[config.mk]
export PLATFORM = sky130hd
export DESIGN_NAME = att_sched
export DESIGN_NICKNAME = d
export VERILOG_FILES = /design/src/rtl/att_pkg.sv /design/src/rtl/att_shift_out.sv /design/src/rtl/att_sched.sv
export SDC_FILE = /design/constraint.sdc
export NUM_CORES = 1
export LEC_CHECK = 0
export BUFFER_PORTS_ARGS = -buffer_cell sky130_fd_sc_hd__clkbuf_2
export CORE_MARGIN = 2
export CORE_UTILIZATION = 40
export CTS_CLUSTER_SIZE = 14
export DETAILED_ROUTE_END_ITERATION = 6
export GPL_ROUTABILITY_DRIVEN = 0
export PLACE_DENSITY_LB_ADDON = 0.08
export SLEW_MARGIN = 30
export SYNTH_ARGS = -nofsm -noshare
export SYNTH_HDL_FRONTEND = slang
export SYNTH_SLANG_ARGS = --single-unit
[constraint.sdc]
create_clock -name aclk -period 8.4 [get_ports aclk]
set_input_delay 2.52 -clock aclk [delete_from_list [all_inputs] [get_ports aclk]]
set_output_delay 2.52 -clock aclk [all_outputs]
set_load 0.01 [all_outputs]
[src/rtl/att_pkg.sv]
// Shared constants and FSM state encoding for the attenuator update scheduler.
package att_pkg;

  localparam int ATT_WIDTH = 16;
  localparam int NUM_REQ   = 2;

  typedef enum logic [1:0] {
    ST_IDLE   = 2'd0,
    ST_SHIFT  = 2'd1,
    ST_LATCH  = 2'd2,
    ST_SETTLE = 2'd3
  } att_state_t;

  function automatic int max2(input int a, input int b);
    return (a > b) ? a : b;
  endfunction

endpackage

[src/rtl/att_shift_out.sv]
// Serialises one attenuator word LSB first; each bit spends CLK_DIV cycles
// with SCLK low and CLK_DIV cycles with SCLK high while SI holds the bit.
module att_shift_out
  import att_pkg::*;
#(
  parameter int CLK_DIV = 5
) (
  input  logic                 aclk,
  input  logic                 areset,
  input  logic                 start,
  input  logic [ATT_WIDTH-1:0] word,
  output logic                 SI,
  output logic                 SCLK,
  output logic                 shift_done
);

  localparam int DIV_W = (CLK_DIV > 1) ? $clog2(CLK_DIV) : 1;
  localparam int BIT_W = $clog2(ATT_WIDTH);

  logic                 active;
  logic                 phase;
  logic [DIV_W-1:0]     div_cnt;
  logic [BIT_W-1:0]     bit_cnt;
  logic [ATT_WIDTH-1:0] sh_word;
  logic                 div_last;
  logic                 bit_last;

  assign div_last   = (div_cnt == DIV_W'(CLK_DIV - 1));
  assign bit_last   = (bit_cnt == BIT_W'(ATT_WIDTH - 1));
  assign SI         = active & sh_word[0];
  assign SCLK       = active & phase;
  assign shift_done = active & phase & div_last & bit_last;

  always_ff @(posedge aclk or posedge areset) begin
    if (areset) begin
      active  <= 1'b0;
      phase   <= 1'b0;
      div_cnt <= '0;
      bit_cnt <= '0;
      sh_word <= '0;
    end else if (start) begin
      active  <= 1'b1;
      phase   <= 1'b0;
      div_cnt <= '0;
      bit_cnt <= '0;
      sh_word <= word;
    end else if (active) begin
      if (div_last) begin
        div_cnt <= '0;
        phase   <= ~phase;
        // End of the SCLK-high half: advance to the next bit.
        if (phase) begin
          sh_word <= sh_word >> 1;
          if (bit_last) begin
            active <= 1'b0;
          end else begin
            bit_cnt <= bit_cnt + 1'b1;
          end
        end
      end else begin
        div_cnt <= div_cnt + 1'b1;
      end
    end
  end

endmodule

[src/rtl/att_sched.sv]
// Round-robin scheduler for two attenuator-word requesters: skips redundant
// words, otherwise shifts, latches and waits out the attenuator settle time.
module att_sched
  import att_pkg::*;
#(
  parameter int CLK_DIV    = 5,
  parameter int SETTLE_CYC = 4000
) (
  input  logic                 aclk,
  input  logic                 areset,
  input  logic [NUM_REQ-1:0]   req,
  input  logic [ATT_WIDTH-1:0] data0,
  input  logic [ATT_WIDTH-1:0] data1,
  output logic [NUM_REQ-1:0]   gnt,
  output logic                 busy,
  output logic                 done,
  output logic [ATT_WIDTH-1:0] last_word,
  output logic                 SI,
  output logic                 SCLK,
  output logic                 LE,
  output att_state_t           state_dbg
);

  localparam int CNT_MAX = max2(CLK_DIV, SETTLE_CYC);
  localparam int CNT_W   = (CNT_MAX > 1) ? $clog2(CNT_MAX) : 1;

  // Handshake: a requester holds req[i] high with its data stable; the cycle
  // gnt[i] is high is the accept cycle and the data is captured on that edge.
  att_state_t           state;
  logic [CNT_W-1:0]     cnt;
  logic                 prio;
  logic                 last_valid;
  logic                 skip_done;
  logic [ATT_WIDTH-1:0] cap_word;

  logic [NUM_REQ-1:0]   gnt_sel;
  logic [ATT_WIDTH-1:0] sel_word;
  logic                 can_grant;
  logic                 skip;
  logic                 start;
  logic                 latch_last;
  logic                 settle_last;
  logic                 shift_done;

  always_comb begin
    gnt_sel = req;
    if (req == 2'b11) begin
      gnt_sel = prio ? 2'b10 : 2'b01;
    end
  end

  // No grant in the skip-done cycle so a held request waits one cycle.
  assign can_grant   = (state == ST_IDLE) && !skip_done && !areset;
  assign gnt         = can_grant ? gnt_sel : 2'b00;
  assign sel_word    = gnt[1] ? data1 : data0;
  assign skip        = (gnt != 2'b00) && last_valid && (sel_word == last_word);
  assign start       = (gnt != 2'b00) && !skip;
  assign latch_last  = (cnt == CNT_W'(CLK_DIV - 1));
  assign settle_last = (cnt == CNT_W'(SETTLE_CYC - 1));

  assign busy      = (state != ST_IDLE);
  assign LE        = (state == ST_LATCH);
  assign done      = skip_done | ((state == ST_SETTLE) && settle_last);
  assign state_dbg = state;

  att_shift_out #(
    .CLK_DIV(CLK_DIV)
  ) u_shift (
    .aclk      (aclk),
    .areset    (areset),
    .start     (start),
    .word      (sel_word),
    .SI        (SI),
    .SCLK      (SCLK),
    .shift_done(shift_done)
  );

  always_ff @(posedge aclk or posedge areset) begin
    if (areset) begin
      state      <= ST_IDLE;
      cnt        <= '0;
      prio       <= 1'b0;
      last_valid <= 1'b0;
      skip_done  <= 1'b0;
      cap_word   <= '0;
      last_word  <= '0;
    end else begin
      skip_done <= skip;
      if (gnt != 2'b00) begin
        prio     <= gnt[0];
        cap_word <= sel_word;
      end
      case (state)
        ST_IDLE: begin
          if (start) begin
            state <= ST_SHIFT;
          end
        end
        ST_SHIFT: begin
          if (shift_done) begin
            state <= ST_LATCH;
            cnt   <= '0;
          end
        end
        ST_LATCH: begin
          if (latch_last) begin
            // LE falls here: the attenuator now holds cap_word.
            state      <= ST_SETTLE;
            cnt        <= '0;
            last_word  <= cap_word;
            last_valid <= 1'b1;
          end else begin
            cnt <= cnt + 1'b1;
          end
        end
        ST_SETTLE: begin
          if (settle_last) begin
            state <= ST_IDLE;
          end else begin
            cnt <= cnt + 1'b1;
          end
        end
        default: state <= ST_IDLE;
      endcase
    end
  end

endmodule

# Yosys cells after proc, flatten, opt, wreduce, memory -nomap -nowiden
# Index checks and enable logic that the tools add are counted.
[word_totals]
regBits = 74
out_inout_bits = 25
wordCells = 91
[classes]
add_sub_neg = 3
n_eq_ne = 15
mux = 33
bitwise = 6
reduce_logical = 22
[ops]
columns = ["cell", "count"]
rows = [
  ["2-to-1 mux 16 bit", 5],
  ["2-to-1 mux 12 bit", 3],
  ["case mux 12 bit (3 select lines)", 1],
  ["2-to-1 mux 4 bit", 5],
  ["equality test 16 bit", 1],
  ["2-to-1 mux 2 bit", 7],
  ["adder 12 x 1 -> 12 bit (second input constant)", 1],
  ["equality test 12 bit (second input constant)", 1],
  ["equality test 12 x 3 -> 1 bit (second input constant)", 1],
  ["inequality test 2 bit (second input constant)", 5],
  ["nonzero test 2 bit", 5],
  ["2-to-1 mux 3 bit", 3],
  ["2-to-1 mux 1 bit", 8],
  ["case mux 2 bit (4 select lines)", 1],
  ["AND reduction 4 bit", 2],
  ["equality test 2 bit (second input constant)", 3],
  ["logical AND 1 bit", 6],
  ["AND reduction 3 bit", 2],
  ["adder 4 x 1 -> 4 bit (second input constant)", 1],
  ["bitwise AND 1 bit", 4],
  ["equality test 4 bit (second input constant)", 1],
  ["AND reduction 2 bit", 2],
  ["adder 3 x 1 -> 3 bit (second input constant)", 1],
  ["equality test 3 bit (second input constant)", 1],
  ["7 further kinds", 9],
]

# Depth between registers and ports, before layout
# Gate-level depths: netlist of the first run.
[logic_depth]
word_depth = 11
ltp_mapped = 10
depth_no_buf = 9

# Cells and area by module
# A second synthesis of the first run with hierarchy kept.
[hier_totals]
hier_cells = 447
hier_area_um2 = 4161.5
[modules_own_cells]
columns = ["module", "instances", "cells_each", "area_per_inst_um2"]
rows = [
  ["att_sched", 1, 325, 2901.5],
  ["att_shift_out", 1, 122, 1260.0],
]

# Worst setup path before layout of the first run
# OpenSTA, ideal clock, no wires.
[synth_path]
path_type = "input port to output port"
from = "input port areset"
to = "output port gnt[1]"
t_arrival_ps = 3213
path_slack_ps = 2667
cell_stages = 4
n_path_buf = 1
path_cell_list = "nor3b_4 > nand3_2 > clkinv_4 > buf_2"
[synth_between]
elab_chain_cells = 3
[synth_lines]
columns = ["element", "line", "text"]
rows = [
  ["start: declaration", "att_sched.sv:10", "input logic areset,"],
  ["logical NOT 1 bit (no source line)", "--", ""],
  ["logical AND 1 bit", "att_sched.sv:53", "assign can_grant = (state == ST_IDLE) && !skip_done && !areset;"],
  ["2-to-1 mux 2 bit", "att_sched.sv:54", "assign gnt = can_grant ? gnt_sel : 2'b00;"],
  ["end: declaration", "att_sched.sv:14", "output logic [NUM_REQ-1:0] gnt,"],
]
# No other way between the ends.

# Worst setup path in the final report of the first run
# Same ends and word-level chain as after synthesis.

==> impl_results.md, run 1 <==
* Largest net degree at the start of global routing at 49
* GRT Resource Usage Total at 18.18%
* Vias per cell at 5.058
* Worst Setup End Kind: primary output
* Area Overhead vs Synth at 16.01%
* Drt wl/cell at approximately 16 µm
* Syn Std Cell Area at 4034 µm²
* Sum Neg Setup Slack at 0 ns
* Worst-Skew Late Latency at 0.35 ns
* Leakage at 2.254 nW
* Placed Cells at about 570
* CP startpoint kind: input pin
* Outcome: finished clean
* Clock sink total at between 70 and 80
* Total power at roughly 0.00069 W
* Number of synthesized flops with an enable pin at 0
* Max FO, Critical Path at 19
* Fin. max-slew vios at 0
* Switch Pwr at 0.0001627 W
* WP data arrival at about 3.6 ns
* Nets at 496
* DR vias at 2974
* Sw Share at 23.74%
* Fmax at ~160 MHz
* Io pins at 61
* Final hold viol count at 0
* Critical Path Most Common Cell: clkbuf_2
* Clock slew at the register clock pins of the worst setup and hold paths at roughly 0.070 ns
* Hold_buf cts at 0
* Yosys cell types at 50
* Cell Count, Final, Fillers Out at 588
* Routed Antenna Nets at 0
* Most used DFF post-synth: dfrtp_1
* Setup Buffers After CTS at 0
* Post-Synthesis Cells at 389
* Vias in the first global route at 2914
* Slew @ Worst Pin at 0.9271 ns
* Min cycle time layout at between 6 and 7 ns
* Rel. slew slack at 38.04%
* CTS Buf Count at 9
* Cts repair resizes at 0
* Core ar. at approximately 9800 µm²
* Crit-path cells: clkbuf_2 -> nor3b_4 -> nand3_2 -> clkinv_4 -> clkbuf_2
* Setup violations, final at 0
* First-pass GRT wire length at 15.53 mm
* Syn Area/Cell at 10.37 µm²
* Clock share of power at 42.8%
* CTS max path bufs at 2
* Die Wd at 104.4 µm
* Sequential power share at 51.9%
* Reg area at 1852 µm²
* Sequential share of the synthesized area at 45.91%
* DRT iter0 DRCs at 120
* Synthesis Warnings at 0
* Max incr delay on CP at roughly 0.28 ns
* Share of cells above drive strength 1 at 24.62%
* DRC at 0
* Syn Nets at approximately 440
* Asr flop ratio synth at 100.0%
* H-tree depth at 3
* Final antenna diode count at 0
* Crit path max-delay cell type: nand3_2
* MaxCap Viol Count at 0
* Die ar. at 10900 µm²
* Final Routed Wirelength at 9.352 mm
* DR pass1 iterations at 4
* Seq cells post-synth at 74
* Hold WC Path Type: reg2reg
* Pwr per Cell Area at approximately 150 nW/µm²
* Port Buffers at 60
* RSZ-0062 raised after global routing: no
* Overflow left after global routing at 0
* Comb power frac at 5.3%
* Internal power at 0.0005229 W
* Initial Util at 41.27%
* Die height at around 100 µm
* TritonCTS clock tree: done
* Final period utilization at 73.05%
* Hpwl dp at 6.787 mm
* Root Buffer: clkbuf_8
* Fin Clk Skew at about 0.01 ns
* # rows at 36
* Multi-input combinational cell area at 2026 µm²
* Worst IR Drop VDD at approximately 0.068 mV
* Initial antenna violation count at 0
* Req. time, crit path at 5.88 ns
* Fillers at ~970
* Crit Path Class: in2out
[power groups by stage]
stage                     sequential, W  combinational [W]  clock (W)
final                          0.000356          0.0000360   0.000294
after global routing           0.000356          0.0000403   0.000320
after CTS                      0.000356          0.0000371   0.000303
after detailed placement       0.000363          0.0000367          0
after global placement         0.000363          0.0000352          0
after floorplan                0.000363          0.0000162          0
[metrics by stage]
step	area [µm²]	hold slack, ns	util, %	setup WS (ns)
after global placement	4447	0.4522	45.49	2.293
final	4679	0.4760	47.88	2.264
after CTS	4679	0.4788	47.88	2.234
after floorplan	4034	0.4343	-	2.667
after detailed placement	4474	0.4576	45.78	2.250
after global routing	4679	0.5078	47.88	2.185
[metal layers]
metal,part of all wire (%),global-route usage (%),up-vias
met3,3.5,2.694,12
li1,-,-,1493
met1,51,27.29,1418
met5,0,0,-
met2,44,26.10,51
met4,1.6,7.239,0
[cell usage after synthesis (2+ instances only)]
| cell | n | share of area [%] |
|---|---|---|
| xor2_1 | 23 | 5.0 |
| nand4_1 | 4 | 0.62 |
| and2_1 | 2 | 0.31 |
| nand2b_1 | 7 | 1.1 |
| dfrtp_1 | 74 | 46 |
| a222oi_1 | 2 | 0.50 |
| nor4b_1 | 2 | 0.43 |
| nor2_1 | 41 | 3.8 |
| xnor2_1 | 2 | 0.43 |
| a21oi_1 | 26 | 3.2 |
| inv_1 | 19 | 1.8 |
| and3_1 | 6 | 0.93 |
| buf_2 | 4 | 0.50 |
| nand3b_1 | 2 | 0.37 |
| o221a_2 | 2 | 0.56 |
| nor3_1 | 2 | 0.25 |
| buf_6 | 2 | 0.56 |
| o21ai_0 | 23 | 2.9 |
| nor4_1 | 3 | 0.47 |
| a22o_1 | 2 | 0.43 |
| ha_1 | 10 | 3.1 |
| clkbuf_1 | 7 | 0.65 |
| mux2i_1 | 46 | 11 |
| nor4_2 | 2 | 0.62 |
| nand2_1 | 23 | 2.1 |
| mux2_2 | 19 | 5.3 |
| nand3_1 | 11 | 1.4 |
[kinds of logic after synthesis]
family / synth area share [%]
buffers and inverters: 3.877
XOR/XNOR: 5.428
adder cells (fa/ha/maj): 3.102
multiplexers: 16.72
AND/OR/NAND/NOR: 14.67
AO/OA/AOI/OAI: 10.30
flip-flops: 45.91
[path summary, 6_finish.rpt]
check                                         start                              to  slack [ns]  cells after the start
max                                          areset                          gnt[1]        2.26                      5
min reg2reg                  last_valid$_DFFE_PP0P_          last_valid$_DFFE_PP0P_        0.48                      1
max in group asynchronous                    areset              cnt[2]$_DFFE_PP0P_        5.57                      4
min                          last_valid$_DFFE_PP0P_          last_valid$_DFFE_PP0P_        0.48                      1
max reg2reg                state_dbg[0]$_DFFE_PP0P_  u_shift.sh_word[5]$_DFFE_PP0P_        5.38                      9
min in group asynchronous                    areset       last_word[13]$_DFFE_PP0P_        2.25                      3
[layout make-up]
cell class              instances  area share [%]
clock inverters                 4           1.070
well taps                     133           3.556
multi-input cells             281           43.29
flip-flops and latches         74           39.57
clock buffers                  12           3.316
repair buffers                 64           7.487
inverters                      20           1.711
[state kept, by name, summed over array words and instances (netlist names)]
name and cells:
skip_done 1, u_shift.div_cnt 3, prio 1, u_shift.active 1
u_shift.bit_cnt 4, u_shift.sh_word 16, cap_word 16, last_valid 1
state_dbg 2, last_word 16, cnt 12, u_shift.phase 1
[layout by cell type, fill, tap and decap left out, types with 2 or more instances in the layout]
cell,count
clkbuf_2,60
xnor2_1,2
nor4b_1,2
and2_1,2
nor2_1,41
nand2b_1,7
buf_4,3
dfrtp_1,74
nand3b_1,2
ha_1,10
nor4_2,2
a22o_1,2
inv_1,18
nand2_1,23
and3_1,6
a21oi_1,26
o221a_2,2
a222oi_1,2
nor3_1,2
xor2_1,23
mux2_2,19
nand3_1,11
o21ai_0,23
clkbuf_8,11
nand4_1,4
nor4_1,3
mux2i_1,46
clkinvlp_4,2
[worst max-delay path: cells and delay by family]
family | cells | cell delay, ns
AND/OR/NAND/NOR | 2 | 0.54
buffers and inverters | 3 | 0.54
(Power assumes the default switching activity.)
==> inputs of run 2 (changes only) <==
clock period = 5.6 ns   (was 8.4 ns; I/O delays follow)
==> run 2 against run 1 <==
Effect of this change:
- worst setup slack got worse by 1.1 ns
- clock power increased by 77%
- final cell count shrank 0.17%
- flip-flop and latch count stayed put
- power rose by 61%
- die area unchanged
- register-to-register slack got worse by 2.8 ns
- first-iteration DRC count grew 33%
- cell area grew 0.45%
- utilization is 0.22 points higher
- non-clock buffer count shrank 1
- critical path type unchanged
==> impl_results.md, run 2 (same netlist as run 1, synthesis figures left out) <==
* Outcome: finished clean
* Fmax at 224.1 MHz
* Final antenna diode count at 0
* Max FO, Critical Path at 19
* Rel. slew slack at a little under two fifths
* CTS Buf Count at 9
* DR pass1 iterations at 5
* Die height at 104.4 µm
* Leakage at 2.272 nW
* Worst Setup End Kind: primary output
* Overflow left after global routing at 0
* Pwr per Cell Area at about 240 nW/µm²
* Sequential power share at between 40% and 50%
* Min cycle time layout at around 4.5 ns
* Switch Pwr at 0.0002356 W
* Setup Buffers After CTS at 0
* Drt wl/cell at 16.20 µm
* MaxCap Viol Count at 0
* Commonest non-fill, non-tap cells in the layout: dfrtp_1, clkbuf_2, mux2i_1
* Largest net degree at the start of global routing at 47
* Clock share of power at 47.0%
* Crit Path Class: in2out
* Final core utilization at 48.09%
* Fin area at 4701 µm²
* Total power at ~0.0011 W
* Regs by FF count: cap_word (16), last_word (16), u_shift.sh_word (16)
* Core ar. at between 9000 and 10000 µm²
* H-tree depth at 3
* Fin Clk Skew at 0.01296 ns
* Req. time, crit path at 3.92 ns
* Area post-placement at 4449 µm²
* CTS max path bufs at 2
* Hold slack at 0.4847 ns
* TritonCTS clock tree: done
* DR vias at between 3000 and 4000
* GRT Resource Usage Total at ~18%
* # rows at 36
* Slew @ Worst Pin at 0.9450 ns
* DRC at 0
* Share of cells above drive strength 1 at 24.67%
* Initial Util at 41.27%
* Vias per cell at 5.138
* Clock sink total at 74
* Initial antenna violation count at 0
* DRT iter0 DRCs at 159
* CP startpoint kind: input pin
* Hold_buf cts at 0
* Vias in the first global route at just under 3000
* Cts repair resizes at 0
* Setup violations, final at 0
* Root Buffer: clkbuf_8
* Fin. max-slew vios at 0
* RSZ-0062 raised after global routing: no
* Internal power at 0.0008716 W
* WP data arrival at 2.78 ns
* Area Overhead vs Synth at 16.53%
* Most common cell after layout, fill and taps aside: dfrtp_1
* Io pins at 61
* Worst-Skew Late Latency at about 0.35 ns
* Final Routed Wirelength at 9.510 mm
* Hpwl dp at 6.883 mm
* Nets at 495
* Port Buffers at 60
* First-pass GRT wire length at 15.69 mm
* Hold WC Path Type: reg2reg
* Sw Share at 21.28%
* Sum Neg Setup Slack at 0 ns
* Die ar. at 10900 µm²
* Comb power frac at 4.7%
* Die Wd at roughly 100 µm
* Worst IR Drop VDD at 0.1128 mV
* Routed Antenna Nets at 0
* Final period utilization at 79.67%
* Clock slew at the register clock pins of the worst setup and hold paths at 0.08 ns
* Final hold viol count at 0
-- run 2: changes by cell type in the layout (fill, tap and decap cells not counted), sizes merged --
cell | before | now
clkinv | 2 | 3
clkinvlp | 2 | 0
buf | 4 | 3
clkbuf | 72 | 71
bufinv | 1 | 3
-- run 2: layout make-up --
type | count | area [µm²]
timing repair buffer | 63 | 322.8
fill | 936 | 5074
inverter | 20 | 82.58
tap | 133 | 166.4
clock inverter | 5 | 100.1
sequential | 74 | 1852
multi-input combinational | 281 | 2026
clock buffer | 11 | 151.4
-- run 2: path summary, 6_finish.rpt --
path                                          startpoint                             end  slack [ns]  cells past startpoint
worst max-delay path                              areset                          gnt[1]        1.14                      5
worst min-delay path              last_valid$_DFFE_PP0P_          last_valid$_DFFE_PP0P_        0.48                      1
worst max register to register  state_dbg[0]$_DFFE_PP0P_  u_shift.sh_word[7]$_DFFE_PP0P_        2.58                      9
worst min register to register    last_valid$_DFFE_PP0P_          last_valid$_DFFE_PP0P_        0.48                      1
max in group asynchronous                         areset  u_shift.sh_word[5]$_DFFE_PP0P_        3.35                      3
min in group asynchronous                         areset             cnt[10]$_DFFE_PP0P_        1.43                      2
-- run 2: metrics by stage --
step | setup WS [ns] | cells
after floorplan | 1.547 | 389
after global placement | 1.181 | 571
after detailed placement | 1.135 | 571
after CTS | 1.132 | 587
after global routing | 1.024 | 587
final | 1.139 | 587
-- run 2: routing by layer --
| layer | vias to the layer above | wire (µm) | track usage [%] |
|---|---|---|---|
| met5 | - | 0 | 0 |
| met4 | 0 | 127 | 5.309 |
| met3 | 11 | 421 | 4.010 |
| met2 | 63 | 4158 | 26.56 |
| met1 | 1455 | 4803 | 27.51 |
| li1 | 1487 | - | - |
-- run 2: critical path, cell delays in order --
cell and delay (ns):
clkbuf_2 0.12, nor3b_4 0.26, nand3_2 0.27, clkinv_4 0.26, clkbuf_2 0.17
-- run 2: power groups by stage --
stage                     clock network (W)  logic [W]  registers (W)
after floorplan                           0  0.0000243       0.000545
after global placement                    0  0.0000534       0.000544
after detailed placement                  0  0.0000537       0.000544
after CTS                          0.000534  0.0000539       0.000534
after global routing               0.000556  0.0000589       0.000534
final                              0.000521  0.0000525       0.000534
==> inputs of run 3 (changes only) <==
clock period = 3.6 ns   (was 5.6 ns; I/O delays follow)
==> run 3 against run 2 <==
Effect of this change:
- clock-buffer cell count down 2
- cell area down 0.37%
- clock skew about the same
- final cell count up 0.68%
- sequential share of layout area up 0.15 points
- global-route usage up 0.38 points
- flip-flop and latch count unchanged
- utilization down 0.18 points
- critical endpoint is now done
- largest cell class unchanged
- largest power group unchanged
==> impl_results.md, run 3 (same netlist as run 1, synthesis figures left out) <==
* CP startpoint kind: flip-flop
* Crit path max-delay cell type: or4_1
* Core ar. at 9774 µm²
* Fin Clk Skew at 0.01329 ns
* Final antenna diode count at 0
* Drt wl/cell at between 15 and 20 µm
* Commonest non-fill, non-tap cells in the layout: dfrtp_1, clkbuf_2, mux2i_1
* Worst IR Drop VDD at between 0.2 and 0.25 mV
* Cts repair resizes at 0
* CTS max path bufs at 2
* Max FO, Critical Path at 5
* Fillers at slightly below 1000
* Cell Count, Final, Fillers Out at between 500 and 600
* Final period utilization at 85.12%
* Share of cells above drive strength 1 at 25.33%
* Area Overhead vs Synth at 16.10%
* Port Buffers at 60
* Setup violations, final at 0
* Die Wd at approximately 100 µm
* DR pass1 iterations at 4
* H-tree depth at 3
* RSZ-0062 raised after global routing: no
* Final Routed Wirelength at 9.749 mm
* Crit Path Class: reg2out
* Crit-path cells: ha_1 -> nand4_1 -> or4_1 -> nand2b_1 -> clkbuf_2
* Clock slew at the register clock pins of the worst setup and hold paths at about 0.08 ns
* DRT iter0 DRCs at 130
* Largest net degree at the start of global routing at 75
* WP data arrival at 1.98 ns
* Max incr delay on CP at 0.57 ns
* Fmax at around 330 MHz
* Clock sink total at 74
* Sum Neg Setup Slack at 0 ns
* Die ar. at 10900 µm²
* Io pins at about 60
* Fin. max-slew vios at 0
* Hold_buf cts at 0
* Slew @ Worst Pin at 0.9404 ns
* Worst Setup End Kind: primary output
* Req. time, crit path at 2.52 ns
* Initial antenna violation count at 0
* TritonCTS clock tree: done
* MaxCap Viol Count at 0
* Vias in the first global route at between 3000 and 4000
* Placed Cells at 575
* First-pass GRT wire length at between 15 and 20 mm
* Hpwl dp at 7.078 mm
* Family with the most delay on the worst path: simple AND/OR/NAND/NOR gates
* Vias per cell at a little over 5
* Initial Util at 41.27%
* Min cycle time layout at 3.064 ns
* Buf+Inv Stages, Crit Path at 1
* Die height at 104.4 µm
* Pwr per Cell Area at 335.0 nW/µm²
* GRT Resource Usage Total at 18.77%
* Routed Antenna Nets at 0
* Worst-Skew Late Latency at approximately 0.36 ns
* Multi-input combinational cell area at 2026 µm²
* Leakage at between 2 and 2.5 nW
* Hold WC Path Type: reg2reg
* Rel. slew slack at 37.15%
* Final hold viol count at 0
* Most common cell after layout, fill and taps aside: dfrtp_1
* Overflow left after global routing at 0
* Nets at roughly 500
* DR vias at a little over 3000
* Outcome: finished clean
* # rows at 36
* Regs by FF count: cap_word (16), last_word (16), u_shift.sh_word (16)
* DRC at 0
* Reg2reg setup slack at 0.89 ns
* CTS Buf Count at 9
* Root Buffer: clkbuf_8
* Reg area at 1852 µm²
* Setup Buffers After CTS at 0
[run 3: cell count changes in the layout (fill, tap and decap cells not counted), sizes merged]
cell,previous run,this run
bufinv,3,1
clkinvlp,0,1
clkinv,3,6
clkbuf,71,69
buf,3,7
[run 3: worst reg2reg max path: cells and delay by family, from the launching register on]
kind	cells	cell delay, ns
flops	1	0.43
buf+inv	2	0.28
compound gates	2	0.90
mux	1	0.28
simple gates	3	0.54
fa+ha+maj	1	0.22
[run 3: cell type report]
class / instances / share of cell area, %
well taps: 133 / 3.553
clock inverters: 7 / 1.496
multi-input cells: 281 / 43.25
clock buffers: 9 / 2.645
flip-flops and latches: 74 / 39.54
inverters: 20 / 1.710
repair buffers: 67 / 7.801
[run 3: final timing paths]
path,start,endpoint,cells after the start
min in group asynchronous,areset,last_word[13]$_DFFE_PP0P_,3
min reg2reg,last_valid$_DFFE_PP0P_,last_valid$_DFFE_PP0P_,1
max reg2reg,state_dbg[0]$_DFFE_PP0P_,u_shift.sh_word[2]$_DFFE_PP0P_,9
max in group asynchronous,areset,u_shift.sh_word[15]$_DFFE_PP0P_,3
max,cnt[1]$_DFFE_PP0P_,done,5
min,last_valid$_DFFE_PP0P_,last_valid$_DFFE_PP0P_,1
[run 3: stage by stage]
stage | hold WS [ns] | setup WS (ns) | total power, W | util [%] | cell area [µm²]
6_report | 0.4816 | 0.5358 | 0.001569 | 47.91 | 4683
5_1_grt | 0.5110 | 0.3974 | 0.001632 | 47.91 | 4683
4_1_cts | 0.4822 | 0.5248 | 0.001590 | 47.91 | 4683
3_5_place_dp | 0.4588 | 0.4547 | 0.0009305 | 45.93 | 4489
3_3_place_gp | 0.4552 | 0.5182 | 0.0009313 | 45.93 | 4489
2_1_floorplan | 0.4343 | 0.6384 | 0.0008849 | - | 4034
[run 3: where the power goes]
group	total, W	internal (W)	switching [W]
Clock	0.000657	0.000319	0.000338
Sequential	0.000830	0.000830	0
Combinational	0.0000820	0.0000306	0.0000514
[run 3: layer usage]
layer  part of all wire (%)  GRT usage [%]  vias up
met5                      0              0        -
met4                    1.1          5.502        0
met3                    3.2          3.321       11
met2                     46          28.38       64
met1                     50          27.45     1497
li1                       -              -     1488
